==> config.mk <==
export PLATFORM = sky130hd
export DESIGN_NAME = sha256_job_arbiter
export DESIGN_NICKNAME = d
export VERILOG_FILES = /design/src/rtl/sha256_ctrl_pkg.sv /design/src/rtl/rr_pick.sv /design/src/rtl/sha256_job_arbiter.sv
export SDC_FILE = /design/constraint.sdc
export NUM_CORES = 1
export LEC_CHECK = 0
export BUFFER_PORTS_ARGS = -buffer_cell sky130_fd_sc_hd__buf_2
export CAP_MARGIN = 10
export CORE_UTILIZATION = 54
export DETAILED_ROUTE_END_ITERATION = 10
export PLACE_DENSITY = 0.87
export RECOVER_POWER = 50
export REMOVE_ABC_BUFFERS = 1
export SETUP_SLACK_MARGIN = 0.2
export SLEW_MARGIN = 20
export SYNTH_ARGS = -nofsm -noshare
export SYNTH_HDL_FRONTEND = slang
export SYNTH_SLANG_ARGS = --single-unit
==> constraint.sdc <==
create_clock -name clk -period 3.9 [get_ports clk]
set_input_delay 0 -clock clk [delete_from_list [all_inputs] [get_ports clk]]
set_output_delay 0 -clock clk [all_outputs]
set_load 0.02 [all_outputs]
==> src/rtl/sha256_ctrl_pkg.sv <==
// Shared constants and types for the SHA-256 engine control slice.
package sha256_ctrl_pkg;

  localparam int unsigned ADDR_W_DEFAULT = 16;
  localparam int unsigned DATA_W         = 32;
  localparam int unsigned JOBS_W         = 16;
  localparam int unsigned WD_W           = 16;

  typedef enum logic [2:0] {
    ST_IDLE      = 3'd0,
    ST_ISSUE     = 3'd1,
    ST_WAIT_BUSY = 3'd2,
    ST_WAIT_DONE = 3'd3,
    ST_RESP      = 3'd4
  } arb_state_t;

endpackage

==> src/rtl/rr_pick.sv <==
// Round-robin search: first set request at or after ptr, wrapping modulo N_REQ.
module rr_pick #(
  parameter int unsigned N_REQ = 4,
  parameter int unsigned IDX_W = 2
) (
  input  logic [N_REQ-1:0] req,
  input  logic [IDX_W-1:0] ptr,
  output logic             valid,
  output logic [IDX_W-1:0] idx
);

  logic [IDX_W-1:0] w_j;

  // Walk N_REQ positions starting at ptr; the first hit wins.
  always_comb begin
    valid = 1'b0;
    idx   = '0;
    w_j   = ptr;
    for (int unsigned off = 0; off < N_REQ; off++) begin
      if (!valid && req[w_j]) begin
        valid = 1'b1;
        idx   = w_j;
      end
      w_j = (w_j == IDX_W'(N_REQ - 1)) ? '0 : w_j + 1'b1;
    end
  end

endmodule

==> src/rtl/sha256_job_arbiter.sv <==
// Round-robin job arbiter sharing one SHA-256 engine between N_REQ requesters,
// with start/done handshake tracking and a hang watchdog.
module sha256_job_arbiter
  import sha256_ctrl_pkg::*;
#(
  parameter  int unsigned N_REQ        = 4,
  parameter  int unsigned ADDR_W       = ADDR_W_DEFAULT,
  parameter  int unsigned TIMEOUT      = 2048,
  parameter  int unsigned BUSY_TIMEOUT = 4,
  localparam int unsigned GID_W        = (N_REQ > 1) ? $clog2(N_REQ) : 1
) (
  input  logic                    clk,
  input  logic                    reset_n,
  input  logic [N_REQ-1:0]        req,
  input  logic [N_REQ*ADDR_W-1:0] msg_addr,
  input  logic [N_REQ*ADDR_W-1:0] out_addr,
  output logic [N_REQ-1:0]        ack,
  output logic [N_REQ-1:0]        err,
  output logic                    eng_start,
  output logic [ADDR_W-1:0]       eng_message_addr,
  output logic [ADDR_W-1:0]       eng_output_addr,
  input  logic                    eng_done,
  output logic                    busy,
  output logic [GID_W-1:0]        grant_id,
  output logic [JOBS_W-1:0]       jobs_done
);

  arb_state_t        r_state;
  logic [GID_W-1:0]  r_ptr;
  logic [GID_W-1:0]  r_grant_id;
  logic [WD_W-1:0]   r_wd;
  logic [JOBS_W-1:0] r_jobs;
  logic [N_REQ-1:0]  r_ack;
  logic [N_REQ-1:0]  r_err;
  logic              r_eng_start;
  logic              r_busy;
  logic [ADDR_W-1:0] r_msg_addr;
  logic [ADDR_W-1:0] r_out_addr;

  logic              w_valid;
  logic [GID_W-1:0]  w_idx;
  logic [N_REQ-1:0]  w_grant_oh;
  logic [GID_W-1:0]  w_ptr_nxt;
  logic [WD_W-1:0]   w_wd_inc;
  logic [JOBS_W-1:0] w_jobs_inc;
  logic [ADDR_W-1:0] w_msg [N_REQ];
  logic [ADDR_W-1:0] w_out [N_REQ];

  for (genvar g = 0; g < N_REQ; g++) begin : g_slice
    assign w_msg[g] = msg_addr[g*ADDR_W +: ADDR_W];
    assign w_out[g] = out_addr[g*ADDR_W +: ADDR_W];
  end

  rr_pick #(
    .N_REQ (N_REQ),
    .IDX_W (GID_W)
  ) u_rr_pick (
    .req   (req),
    .ptr   (r_ptr),
    .valid (w_valid),
    .idx   (w_idx)
  );

  // Helper values: grant one-hot, wrapped pointer advance, saturating increments.
  always_comb begin
    w_grant_oh             = '0;
    w_grant_oh[r_grant_id] = 1'b1;
    w_ptr_nxt  = (r_grant_id == GID_W'(N_REQ - 1)) ? '0 : r_grant_id + 1'b1;
    w_wd_inc   = (r_wd == '1) ? r_wd : r_wd + 1'b1;
    w_jobs_inc = (r_jobs == '1) ? r_jobs : r_jobs + 1'b1;
  end

  // Job FSM; every output is a register updated together with the state so
  // start, ack and err line up with the ISSUE and RESP / timeout edges.
  always_ff @(posedge clk or negedge reset_n) begin
    if (!reset_n) begin
      r_state     <= ST_IDLE;
      r_ptr       <= '0;
      r_grant_id  <= '0;
      r_wd        <= '0;
      r_jobs      <= '0;
      r_ack       <= '0;
      r_err       <= '0;
      r_eng_start <= 1'b0;
      r_busy      <= 1'b0;
      r_msg_addr  <= '0;
      r_out_addr  <= '0;
    end else begin
      r_ack       <= '0;
      r_err       <= '0;
      r_eng_start <= 1'b0;
      case (r_state)
        ST_IDLE: begin
          if (w_valid && eng_done) begin
            r_grant_id  <= w_idx;
            r_msg_addr  <= w_msg[w_idx];
            r_out_addr  <= w_out[w_idx];
            r_eng_start <= 1'b1;
            r_busy      <= 1'b1;
            r_state     <= ST_ISSUE;
          end
        end
        ST_ISSUE: begin
          r_wd    <= '0;
          r_state <= ST_WAIT_BUSY;
        end
        ST_WAIT_BUSY: begin
          if (!eng_done) begin
            r_wd    <= '0;
            r_state <= ST_WAIT_DONE;
          end else if (r_wd == WD_W'(BUSY_TIMEOUT)) begin
            r_err   <= w_grant_oh;
            r_ptr   <= w_ptr_nxt;
            r_busy  <= 1'b0;
            r_state <= ST_IDLE;
          end else begin
            r_wd <= w_wd_inc;
          end
        end
        ST_WAIT_DONE: begin
          if (eng_done) begin
            r_ack   <= w_grant_oh;
            r_jobs  <= w_jobs_inc;
            r_state <= ST_RESP;
          end else if (r_wd == WD_W'(TIMEOUT)) begin
            r_err   <= w_grant_oh;
            r_ptr   <= w_ptr_nxt;
            r_busy  <= 1'b0;
            r_state <= ST_IDLE;
          end else begin
            r_wd <= w_wd_inc;
          end
        end
        ST_RESP: begin
          r_ptr   <= w_ptr_nxt;
          r_busy  <= 1'b0;
          r_state <= ST_IDLE;
        end
        default: begin
          r_busy  <= 1'b0;
          r_state <= ST_IDLE;
        end
      endcase
    end
  end

  assign ack              = r_ack;
  assign err              = r_err;
  assign eng_start        = r_eng_start;
  assign eng_message_addr = r_msg_addr;
  assign eng_output_addr  = r_out_addr;
  assign busy             = r_busy;
  assign grant_id         = r_grant_id;
  assign jobs_done        = r_jobs;

endmodule

After elaboration in Yosys (flattened, before gate mapping)
Index checks and enable logic that the tools add are counted.
{"block": "word_totals", "word_cells": 125, "out_inout_bits": 60, "regBits": 81}
{"block": "op_classes", "reduce_logical": 17, "n_lt_le_gt_ge": 7, "addsub": 6, "n_eq_ne": 21, "n_bitwise": 3, "mux": 60}
{"operator": "$mux 16", "count": 9}
{"operator": "$bmux 16 s2", "count": 2}
{"operator": "$pmux 16 s3", "count": 1}
{"operator": "$add 16x1->16 const B", "count": 2}
{"operator": "$eq 16x16->1 const B", "count": 2}
{"operator": "$mux 2", "count": 12}
{"operator": "$mux 4", "count": 6}
{"operator": "$eq 16x12->1 const B", "count": 1}
{"operator": "$eq 16x3->1 const B", "count": 1}
{"operator": "$mux 1", "count": 16}
{"operator": "$lt 2x3->1 const B", "count": 5}
{"operator": "$mux 3", "count": 5}
{"operator": "$ne 2x2->1 const B", "count": 6}
{"operator": "$pmux 3 s4", "count": 1}
{"operator": "$ne 3x3->1 const B", "count": 3}
{"operator": "$add 2x1->2 const B", "count": 4}
{"operator": "$bmux 1 s2", "count": 4}
{"operator": "$eq 2x2->1 const B", "count": 4}
{"operator": "$pmux 4 s2", "count": 1}
{"operator": "$eq 3x2->1 const B", "count": 2}
{"operator": "$pmux 2 s3", "count": 1}
{"operator": "$reduce_and 3->1", "count": 2}
{"operator": "$reduce_and 6->1", "count": 1}
{"operator": "$reduce_bool 3->1", "count": 2}
{"operator": "other kinds (14)", "count": 21}

Depth between registers and ports, before layout
Gate-level depths: netlist of the first run.
{"block": "logic_depth", "ltp_word": 16, "ltp_mapped": 11}

Cells and area by module
A second synthesis of the first run with hierarchy kept.
{"block": "hier_totals", "cells_unflattened": 424, "area_unflattened_um2": 4976.0}
{"module": "sha256_job_arbiter", "cells_each": 357, "instances": 1, "area_per_inst_um2": 4511.8}
{"module": "rr_pick", "cells_each": 67, "instances": 1, "area_per_inst_um2": 464.2}

Worst setup path before layout of the first run
OpenSTA, ideal clock, no wires.
{"block": "synth_timing", "path_type": "register to register", "startpoint": "register r_ptr[1]", "endpoint": "register r_out_addr[10] (netlist: eng_output_addr[10])", "required_ps": 3758, "path_slack_ps": 1445, "synth_period_minus_slack_ps": 2455, "t_arrival_ps": 2312, "n_path_buf": 3, "stages_incl_launch_ff": 11, "path_cell_list": "dfrtp_1 > ha_1 > buf_6 > mux2i_2 > mux2i_4 > a2111oi_2 > a2111oi_4 > buf_12 > buf_12 > mux2i_1 > o221ai_1"}
{"block": "synth_between", "elab_chain_cells": 16}
{"item": "from (decl)", "line": "sha256_job_arbiter.sv:29", "rtl": "logic [GID_W-1:0] r_ptr;"}
{"item": "from (signal assigned)", "line": "sha256_job_arbiter.sv:113", "rtl": "r_ptr <= w_ptr_nxt;"}
{"item": "from (signal assigned)", "line": "sha256_job_arbiter.sv:127", "rtl": "r_ptr <= w_ptr_nxt;"}
{"item": "from (signal assigned)", "line": "sha256_job_arbiter.sv:135", "rtl": "r_ptr <= w_ptr_nxt;"}
{"item": "branches (longest 16 deep; another with $add 2x1->2)"}
{"item": "to (signal assigned)", "line": "sha256_job_arbiter.sv:97", "rtl": "r_out_addr <= w_out[w_idx];"}
{"item": "to (decl)", "line": "sha256_job_arbiter.sv:38", "rtl": "logic [ADDR_W-1:0] r_out_addr;"}
Several ways; the timed one is not identified. The select of a mux whose other input is x is not followed.
A chain may end at the register's enable or synchronous reset.

Worst setup path in the final report of the first run
{"block": "layout_timing", "startpoint": "register r_ptr[1]", "endpoint": "register r_msg_addr[15] (netlist: eng_message_addr[15])"}
{"block": "layout_between", "elab_chain_cells": 16}
{"item": "branches (longest 16 deep; another with $add 2x1->2)"}
{"item": "to (signal assigned)", "line": "sha256_job_arbiter.sv:96", "rtl": "r_msg_addr <= w_msg[w_idx];"}
{"item": "to (decl)", "line": "sha256_job_arbiter.sv:37", "rtl": "logic [ADDR_W-1:0] r_msg_addr;"}
Several ways; the timed one is not identified. The select of a mux whose other input is x is not followed.

==> results of run 1 <==
## through the flow
stage	cells	instance area [sq um]	TNS [ns]	utilization (%)	hold WS, ns
3_5_place_dp	775	5930	0	66.7	0.232
2_1_floorplan	468	4770	-54.00	-	-0.296
6_report	921	7370	0	82.9	0.0134
5_1_grt	919	7360	0	82.8	0.00601
3_3_place_gp	775	5930	0	66.7	0.234
4_1_cts	912	7370	0	82.9	0.00527
## critical path: stages, from the launching register on
cell and delay, ns:
dfrtp_1 0.57, ha_2 0.65, mux2i_2 0.37, mux2i_4 0.14
a2111oi_2 0.48, a2111oi_4 0.16, buf_12 0.24, mux2i_1 0.19
o221ai_1 0.56
## what timing repair did
item | CTS | global route
hold endpoints to repair | 112 | 1
resized for setup | 0 | 2
endpoints found under the setup margin | 0 | 3
hold buffers | 121 | 1
## worst max path at each step
stage / to / slack [ns]
final: eng_message_addr[15] / 0.34
after global routing: eng_output_addr[7] / 0.16
after CTS: eng_output_addr[5] / 0.58
after detailed placement: eng_output_addr[5] / 0.58
after global placement: eng_output_addr[15] / 0.78
after floorplan: eng_message_addr[0] / -1.65
## metal layers
layer | global-route usage (%) | routed length [um] | up-vias
met5 | 3.08 | 13 | -
met4 | 48.3 | 2910 | 2
met3 | 18.4 | 2990 | 282
met1 | 51.5 | 7300 | 2862
met2 | 78.6 | 11000 | 691
li1 | - | - | 2453
## layout by cell type, fill, tap and decap left out, types with 7 or more instances in the layout
master,count
nor2_1,26
o21ai_0,9
nand3_1,15
clkbuf_8,9
nand4_1,9
a21oi_1,13
ha_1,7
nand2_1,55
dlygate4sd3_1,122
inv_1,18
o21ai_1,10
nor3b_1,7
mux2i_1,65
clkbuf_1,31
o221ai_1,32
buf_2,163
dfrtp_1,81
and2_1,11
xnor2_1,10
nor3_1,8
diode_2,7
## cell families after synthesis
logic type | Yosys count | synth area share, %
DFF | 81 | 40.1
adders and majority gates | 8 | 1.98
and+or+nand+nor | 172 | 17.7
xor gates and xnor gates | 16 | 2.78
buffers and inverters | 51 | 6.89
AOI/OAI and AO/OA | 101 | 15.6
muxes | 72 | 15.0
## final cells by class
cell class	count	area, sq um	area share (%)
diodes	7	17.5	0.238
inverters	18	67.6	0.917
multi-input cells	369	2680	36.4
clock buffers	9	124	1.68
flip-flops and latches	81	2030	27.5
clock inverters	7	108	1.46
repair buffers	322	2210	30.0
well taps	108	135	1.83
## registers in the layout, summed over array words and instances (netlist names), 2 cells and up
| signal | cells |
|---|---|
| eng_output_addr | 16 |
| ack | 4 |
| r_ptr | 2 |
| grant_id | 2 |
| r_wd | 16 |
| jobs_done | 16 |
| eng_message_addr | 16 |
| err | 4 |
| r_state | 3 |
## power groups by stage
stage	clock (W)	sequential, W	combinational (W)
floorplan	0	0.00152	0.00170
global placement	0	0.00128	0.00253
detailed placement	0	0.00130	0.00264
CTS	0.000724	0.00129	0.00274
global route	0.000794	0.00140	0.00318
finish	0.000767	0.00140	0.00301
==> metrics, run 1 <==
Vias/cell 6.83; Seq pwr share between 20 and 30%; Crit. Startpoint r_ptr[1]; via count 6290; Seq/Total Area, Yosys approximately two fifths; PnR worst setup slack about 0.34 ns; total track usage 50.1%; Ports about 200; Chip Height 98.7 um; unique cell type count in the Yosys netlist between 70 and 80; Main synth FF type dfrtp_1; Max-Cap Viols 0; Worst Reg-to-Reg Cells 8; Power Internal ~0.0026 W; Final Setup Violations 0; GP Congestion around 0.84; top cell type's share of synthesized area 40.1%; clk sinks 81; total CTS buffers 9; Hold Path End eng_message_addr[3]; Post-DP HPWL 10400 um; largest net degree at the start of global routing approximately 80; Ys Warns 0; syn avg cell area between 10 and 15 sq um; Cell Area, Synth approximately 5000 sq um; Clk pwr share 14.8%; Worst Skew approximately 0.028 ns; initial antenna violation count 9; critical setup path kind reg -> reg; post-synth top area cell dfrtp_1; fin crit period 3.56 ns; number of remaining DRC errors 0; async set or reset register ratio after synthesis 100%; Reg2Reg Setup Slack roughly 0.34 ns; Worst-Margin Slew between 1 and 1.5 ns; RSZ-0062 raised after global routing false; TritonCTS clock tree yes; Required @ worst endpoint 4.13 ns; drt initial violations just under 900; worst min-delay path class in -> reg; worst-skew pair later-pin latency about 0.39 ns; NetSw approximately 0.0026 W; Synth area leaders dfrtp_1, mux2i_1, o221ai_1, nand2_1, buf_12; initial cell density of the core around 57%; Reg clk slew, reported paths around 0.12 ns; worst slack, placed slightly below 0.6 ns; Die X 98.7 um; H-tree Lvls 3; maximum fanout along the worst path 65; CTS Buffer Depth 2; Power Total 0.00518 W; fmax approximately 0.28 GHz; Synth Instances about 500; FP Rows 34; reg2reg start r_ptr[1]; fraction of layout cells with a size suffix above 1 between 20% and 30%; Hold Fails Final Rpt 0; Slew Limit Fails 0; IO buf count just under 200; Worst Hold Path Cells 3; Critical Path AT ~3.8 ns; first-pass GRT wire length around 36000 um; total gr overflow 0; FF-to-FF End eng_message_addr[15]; Worst setup SP type register; commonest cells in the netlist dfrtp_1, mux2i_1, nand2_1; Total Nets Final around 940; most common cell in the synthesized netlist dfrtp_1; Worst Setup End Kind register; Core ar. 8890 sq um; run status finished, final reports clean; Area growth syn-to-layout 45.9%; root buf cell clkbuf_8; max_slew headroom 4.10%; Post-synth EDFFs 0; WL/cell 26.3 um; Routed WL between 20000 and 25000 um; combinational power share between 50% and 60%; Routed Antenna Nets 0; drt pass-1 iters 9; Net Sw Frac around half; Final Cycle Share 91.4%; peak supply drop a little over 1000 uV; Die ar. ~9700 sq um; # fillers ~450; post-CTS setup buffer count 0; #FFs+latches synth ~80; Power per Cell Area 703 nW/um^2; Hold Crit Start msg_addr[35]; vias in the first global route between 6000 and 7000; P_leak about 3.6 nW
(Power assumes the default switching activity.)
==> inputs of run 2 (changes only) <==
BUFFER_PORTS_ARGS = not set   (was -buffer_cell sky130_fd_sc_hd__buf_2)
CORE_UTILIZATION = 65   (was 54)
DONT_BUFFER_PORTS = 1   (was not set)
PLACE_DENSITY = 0.81   (was 0.87)
==> run 2 against run 1 <==
  * The flow now stops in clock tree synthesis
  * Synthesized area unchanged
  * Synthesized cell count unchanged
==> metrics, run 2 <==
GP Congestion 0.909 (was 0.844); placed insts 572 (was 775); Cell Area, Synth 5050 sq um (unchanged); Seq/Total Area, Yosys 40.1% (unchanged); H-tree Lvls 3 (unchanged); Post-synth EDFFs 0 (unchanged); Chip Height 90.1 um (was 98.7 um); Hold Buf Count CTS 118 (was 121); most common cell in the synthesized netlist dfrtp_1 (unchanged); syn avg cell area 10.1 sq um (unchanged); dpl cell area 4950 sq um (was 5930 sq um); CTS Buffer Depth 2 (unchanged); unique cell type count in the Yosys netlist 71 (unchanged); Post-DP HPWL 9300 um (was 10400 um); run status did not finish (was finished, final reports clean); post-synth top area cell dfrtp_1 (unchanged); post-CTS setup buffer count 0 (unchanged); Halt Reason [ERROR RSZ-0060] Max buffer count reached.; initial cell density of the core 68.5% (was 56.8%); total CTS buffers 9 (unchanged); Die X 90.1 um (was 98.7 um); top cell type's share of synthesized area 40.1% (unchanged); root buf cell clkbuf_8 (unchanged); clk sinks 81 (unchanged); Main synth FF type dfrtp_1 (unchanged); IO buf count 0 (was 194); commonest cells in the netlist dfrtp_1, mux2i_1, nand2_1 (unchanged); Synth area leaders dfrtp_1, mux2i_1, o221ai_1, nand2_1, buf_12 (unchanged); Ys Warns 0 (unchanged); Ports 195 (unchanged); CTS-repair resized insts 0 (unchanged); #FFs+latches synth 81 (unchanged); async set or reset register ratio after synthesis 100% (unchanged); Synth Instances 501 (unchanged); FP Rows 31 (was 34); stage reached clock tree synthesis
==> run 2: cell counts after synthesis <==
Identical to the previous run, type by type.
==> run 2: cells by family after synthesis <==
group | after synthesis | synth area share, %
AO/OA/AOI/OAI | 101 | 15.6
XOR/XNOR | 16 | 2.78
adder cells (fa/ha/maj) | 8 | 1.98
buffers and inverters | 51 | 6.89
flip-flops | 81 | 40.1
multiplexers | 72 | 15.0
AND/OR/NAND/NOR | 172 | 17.7
==> run 2: through the flow <==
stage | utilization (%) | worst slack, ns
2_1_floorplan | - | -1.65
3_3_place_gp | 67.2 | 0.769
3_5_place_dp | 67.2 | 0.564
==> inputs of run 3 (changes only) <==
CORE_UTILIZATION = 40   (was 65)
PLACE_DENSITY = not set   (was 0.81)
PLACE_DENSITY_LB_ADDON = 0.15   (was not set)
SETUP_SLACK_MARGIN = not set   (was 0.2)
==> run 3 against run 2 <==
  * The flow now finishes, with violations (max-capacitance violations, max-slew violations)
==> metrics, run 3 (synthesized netlist as in run 1, its figures left out) <==
fraction of layout cells with a size suffix above 1 under 10%; Worst Skew 0.00997 ns; worst min-delay path class in -> reg; Slew Limit Fails 82; Power per Cell Area just under 800 nW/um^2; post-CTS setup buffer count 0 (unchanged); Worst Setup End Kind register; fmax approximately 0.27 GHz; Reg area about 2000 sq um; Die ar. about 13000 sq um; maximum fanout along the worst path between 60 and 70; H-tree Lvls 3 (unchanged); FP Rows 40 (was 31); Chip Height 114 um (was 90.1 um); Hold Fails Final Rpt 0; most frequent cells in the layout dlygate4sd3_1, dfrtp_1, mux2i_1; Routed WL roughly 15000 um; worst hold margin slightly below 0.06 ns; WL/cell ~19 um; Routed Antenna Nets 0; Max-Cap Viols 1; TritonCTS clock tree yes; total track usage 22.9%; total gr overflow 0; dpl cell area 5030 sq um (was 4950 sq um); Critical Path AT 3.83 ns; Die X 114 um (was 90.1 um); Post-DP HPWL 8760 um (was 9300 um); Total Nets Final approximately 760; # fillers roughly 1100; initial cell density of the core 41.5% (was 68.5%); commonest non-fill, non-tap cell in the layout dlygate4sd3_1; vias in the first global route about 4500; Worst setup SP type register; Area growth syn-to-layout 32.1%; largest net degree at the start of global routing between 80 and 90; P_leak roughly 3.0 nW; Vias/cell between 5 and 6; failing checks max-capacitance violations, max-slew violations; critical setup path kind reg -> reg; RSZ-0062 raised after global routing false; GP Congestion 0.817 (was 0.909); clk sinks 81 (unchanged); via count between 4000 and 5000; max_slew headroom -35.5%; Setup Total Neg Slack 0 ns; number of remaining DRC errors 0; Worst-Margin Slew 2.03 ns; total CTS buffers 9 (unchanged); Final Util between 50 and 60%; Ports 195 (unchanged); Reg clk slew, reported paths 0.06 ns; Core ar. approximately 12000 sq um; root buf cell clkbuf_16 (was clkbuf_8); Required @ worst endpoint just over 4 ns; drt initial violations between 300 and 400; run status complete, but fails checks (was did not finish); Multi-input gate area ~2700 sq um; post-route cell area ~6700 sq um; worst-skew pair later-pin latency 0.34 ns; Final Setup Violations 0; IO buf count 0 (unchanged); CTS Buffer Depth 2 (unchanged); peak supply drop a little over 600 uV; fin crit period about 3.6 ns; first-pass GRT wire length ~23000 um; initial antenna violation count 0; drt pass-1 iters 7; Final Cycle Share 93.3%
-- run 3: metrics by stage --
stage	worst slack [ns]	power (W)	cells
after floorplan	-1.65	0.00322	468
after global placement	0.695	0.00363	641
after detailed placement	0.560	0.00369	641
after CTS	0.0760	0.00520	788
after global routing	0.133	0.00559	788
final	0.263	0.00530	789
-- run 3: area by class of cell --
cell class	instances	share of cell area, %
multi-input combinational	369	40.3
timing repair buffer	136	20.3
tap	168	3.15
antenna	1	0.0375
sequential	81	30.4
inverter	18	1.01
clock buffer	10	3.43
clock inverter	6	1.35
-- run 3: metal layers --
layer / vias to the layer above / GRT usage, % / part of all wire [%]
met5: - / 0 / 0
met4: 0 / 12.3 / 3.7
met3: 52 / 6.03 / 7.5
met2: 217 / 37.9 / 49
met1: 2158 / 27.2 / 40
li1: 2085 / - / -
-- run 3: worst paths after layout --
check | to | slack, ns | cells after the start | startpoint
setup / recovery | eng_message_addr[3] | 0.26 | 9 | r_ptr[1]
hold / removal | busy | 0.06 | 3 | eng_done
setup reg to reg | eng_message_addr[3] | 0.26 | 9 | r_ptr[1]
hold reg to reg | r_wd[10] | 0.57 | 2 | r_wd[10]
max in group asynchronous | eng_start | 1.86 | 2 | reset_n
min in group asynchronous | jobs_done[8] | 0.85 | 2 | reset_n
-- run 3: worst max-delay path: stages (launching register included) --
cell and delay, ns:
dfrtp_1 0.58, ha_4 0.51, nor2_1 0.08, nor3_2 0.25, o211ai_1 0.19, a2111oi_4 0.38, buf_12 0.38, mux2i_1 0.27
dlygate4sd3_1 0.60, o221ai_1 0.14
-- run 3: power by group --
part / internal (W) / switching, W / total, W
sequential: 0.00108 / 0.000513 / 0.00159
clock: 0.000563 / 0.000341 / 0.000904
combinational: 0.00145 / 0.00136 / 0.00281
total: 0.00309 / 0.00221 / 0.00530
-- run 3: what timing repair did --
item | 4_1_cts | 5_1_grt
endpoints found under the setup margin | 0 | 32
resized for setup | 0 | 2
hold endpoints to repair | 115 | 0
hold buffers | 131 | 0
==> inputs of run 4 (changes only) <==
SETUP_SLACK_MARGIN = 0.4   (was not set)
==> run 4 against run 3 <==
  * The flow still finishes with violations (max-capacitance violations, max-slew violations)
  * Clock skew rose by 0.00096 ns
  * Via count fell by 0.58%
  * First-iteration DRC count rose by 18%
  * Hold slack improved by 0.0011 ns
  * Utilization fell by 0.082 points
  * Fmax rose by 13%
  * Largest cell class unchanged
  * Largest power group unchanged
==> metrics, run 4 (synthesized netlist as in run 1, its figures left out) <==
maximum fanout along the worst path 65 (unchanged); TritonCTS clock tree yes (unchanged); Slew Limit Fails 82 (unchanged); post-CTS setup buffer count 0 (unchanged); clk sinks 81 (unchanged); fraction of layout cells with a size suffix above 1 5.97% (unchanged); root buf cell clkbuf_16 (unchanged); first-pass GRT wire length 22700 um (was 23100 um); worst-skew pair later-pin latency 0.34 ns (about the same); worst slack, placed 0.560 ns (unchanged); number of remaining DRC errors 0 (unchanged); CTS Buffer Depth 2 (unchanged); total CTS buffers 9 (unchanged); most frequent cells in the layout dlygate4sd3_1, dfrtp_1, mux2i_1 (unchanged); Chip Height 114 um (unchanged); fin cells 789 (unchanged); Vias/cell 5.69 (was 5.72); Routed WL 15100 um (was 15400 um); initial antenna violation count 0 (unchanged); Worst setup SP type register (unchanged); worst min-delay path class in -> reg (unchanged); P_leak 3.01 nW (about the same); Worst Setup End Kind register (unchanged); Ports 195 (unchanged); PnR worst setup slack 0.687 ns (was 0.263 ns); FP Rows 40 (unchanged); fin crit period 3.21 ns (was 3.64 ns); Final Cycle Share 82.4% (was 93.3%); Power per Cell Area 713 nW/um^2 (was 795 nW/um^2); Setup Total Neg Slack 0 ns (unchanged); Power Total 0.00475 W (was 0.00530 W); fmax 0.311 GHz (was 0.275 GHz); Post-DP HPWL 8760 um (unchanged); IO buf count 0 (unchanged); Core ar. 12200 sq um (unchanged); largest net degree at the start of global routing 82 (unchanged); critical setup path kind reg -> reg (unchanged); via count 4486 (was 4512); Max-Cap Viols 1 (unchanged); Critical Path AT 3.40 ns (was 3.83 ns); drt pass-1 iters 6 (was 7); Routed Antenna Nets 0 (unchanged); Die X 114 um (unchanged); total gr overflow 0 (unchanged); Final Setup Violations 0 (unchanged); Die ar. 13100 sq um (unchanged); Total Nets Final 758 (unchanged); placed insts 641 (unchanged); Final Util 54.8% (about the same); max_slew headroom -35.0% (was -35.5%); failing checks max-capacitance violations, max-slew violations (unchanged); vias in the first global route 4487 (was 4536); Hold Fails Final Rpt 0 (unchanged); RSZ-0062 raised after global routing false (unchanged); peak supply drop 594 uV (was 605 uV); WL/cell 19.1 um (was 19.5 um); Reg clk slew, reported paths 0.06 ns (about the same); total track usage 22.6% (was 22.9%); Worst Skew 0.0109 ns (was 0.00997 ns); commonest non-fill, non-tap cell in the layout dlygate4sd3_1 (unchanged); Area growth syn-to-layout 31.9% (was 32.1%); Required @ worst endpoint 4.09 ns (about the same); H-tree Lvls 3 (unchanged); run status complete, but fails checks (unchanged); drt initial violations 404 (was 341); Worst-Margin Slew 2.03 ns (about the same); GP Congestion 0.817 (unchanged); # fillers 1034 (was 1054); initial cell density of the core 41.5% (unchanged)
==> run 4: changes by cell type in the layout (fill, tap and decap cells not counted) <==
cell | before | now
ha_4 | 1 | 0
ha_2 | 0 | 1
==> run 4: worst paths after layout <==
check | from | end | slack (ns) | depth (start not counted)
min in group asynchronous | reset_n | eng_output_addr[15] | 0.84 | 2
setup / recovery | r_ptr[1] | eng_output_addr[10] | 0.69 | 8
hold reg to reg | r_wd[10] | r_wd[10] | 0.57 | 2
max in group asynchronous | reset_n | ack[0] | 1.87 | 2
setup reg to reg | r_ptr[1] | eng_output_addr[10] | 0.69 | 8
hold / removal | eng_done | busy | 0.06 | 3
==> run 4: final cells by class <==
| cell class | count | area, sq um | area share (%) |
|---|---|---|---|
| Antenna cell | 1 | 2.50 | 0.0376 |
| Sequential cell | 81 | 2030 | 30.4 |
| Inverter | 18 | 67.6 | 1.01 |
| Clock buffer | 10 | 229 | 3.44 |
| Multi-Input combinational cell | 369 | 2680 | 40.2 |
| Clock inverter | 6 | 90.1 | 1.35 |
| Tap cell | 168 | 210 | 3.16 |
| Timing Repair Buffer | 136 | 1360 | 20.4 |
==> run 4: layer usage <==
metal / GRT usage, % / up-vias / share of wire, %
li1: - / 2080 / -
met3: 5.98 / 49 / 7.1
met5: 0 / - / 0
met4: 11.9 / 0 / 3.3
met1: 26.8 / 2137 / 41
met2: 37.6 / 220 / 49
==> run 4: what timing repair did <==
action | CTS | global route
endpoints found under the setup margin | 0 | 22
hold buffers | 131 | 0
hold endpoints to repair | 115 | 0
gates resized for setup | 0 | 1
==> run 4: per-stage QoR <==
| step | instance area (sq um) | hold slack [ns] |
|---|---|---|
| 2_1_floorplan | 4770 | -0.296 |
| 3_3_place_gp | 5030 | -0.290 |
| 3_5_place_dp | 5030 | -0.291 |
| 4_1_cts | 6680 | 0.0458 |
| 5_1_grt | 6660 | 0.0739 |
| 6_report | 6660 | 0.0605 |
==> run 4: critical path: stages (launching register included) <==
cell	delay, ns
dfrtp_1	0.56
ha_2	0.67
nor2_1	0.09
nor3_2	0.25
o211ai_1	0.19
a2111oi_4	0.38
buf_12	0.39
mux2i_1	0.29
o221ai_1	0.15
==> run 4: power by group <==
group	total [W]	leakage, nW	switching, W	internal (W)
Combinational	0.00226	1.80	0.00125	0.00102
Sequential	0.00158	1.06	0.000507	0.00108
Clock	0.000906	0.153	0.000343	0.000563
Total	0.00475	3.01	0.00210	0.00265
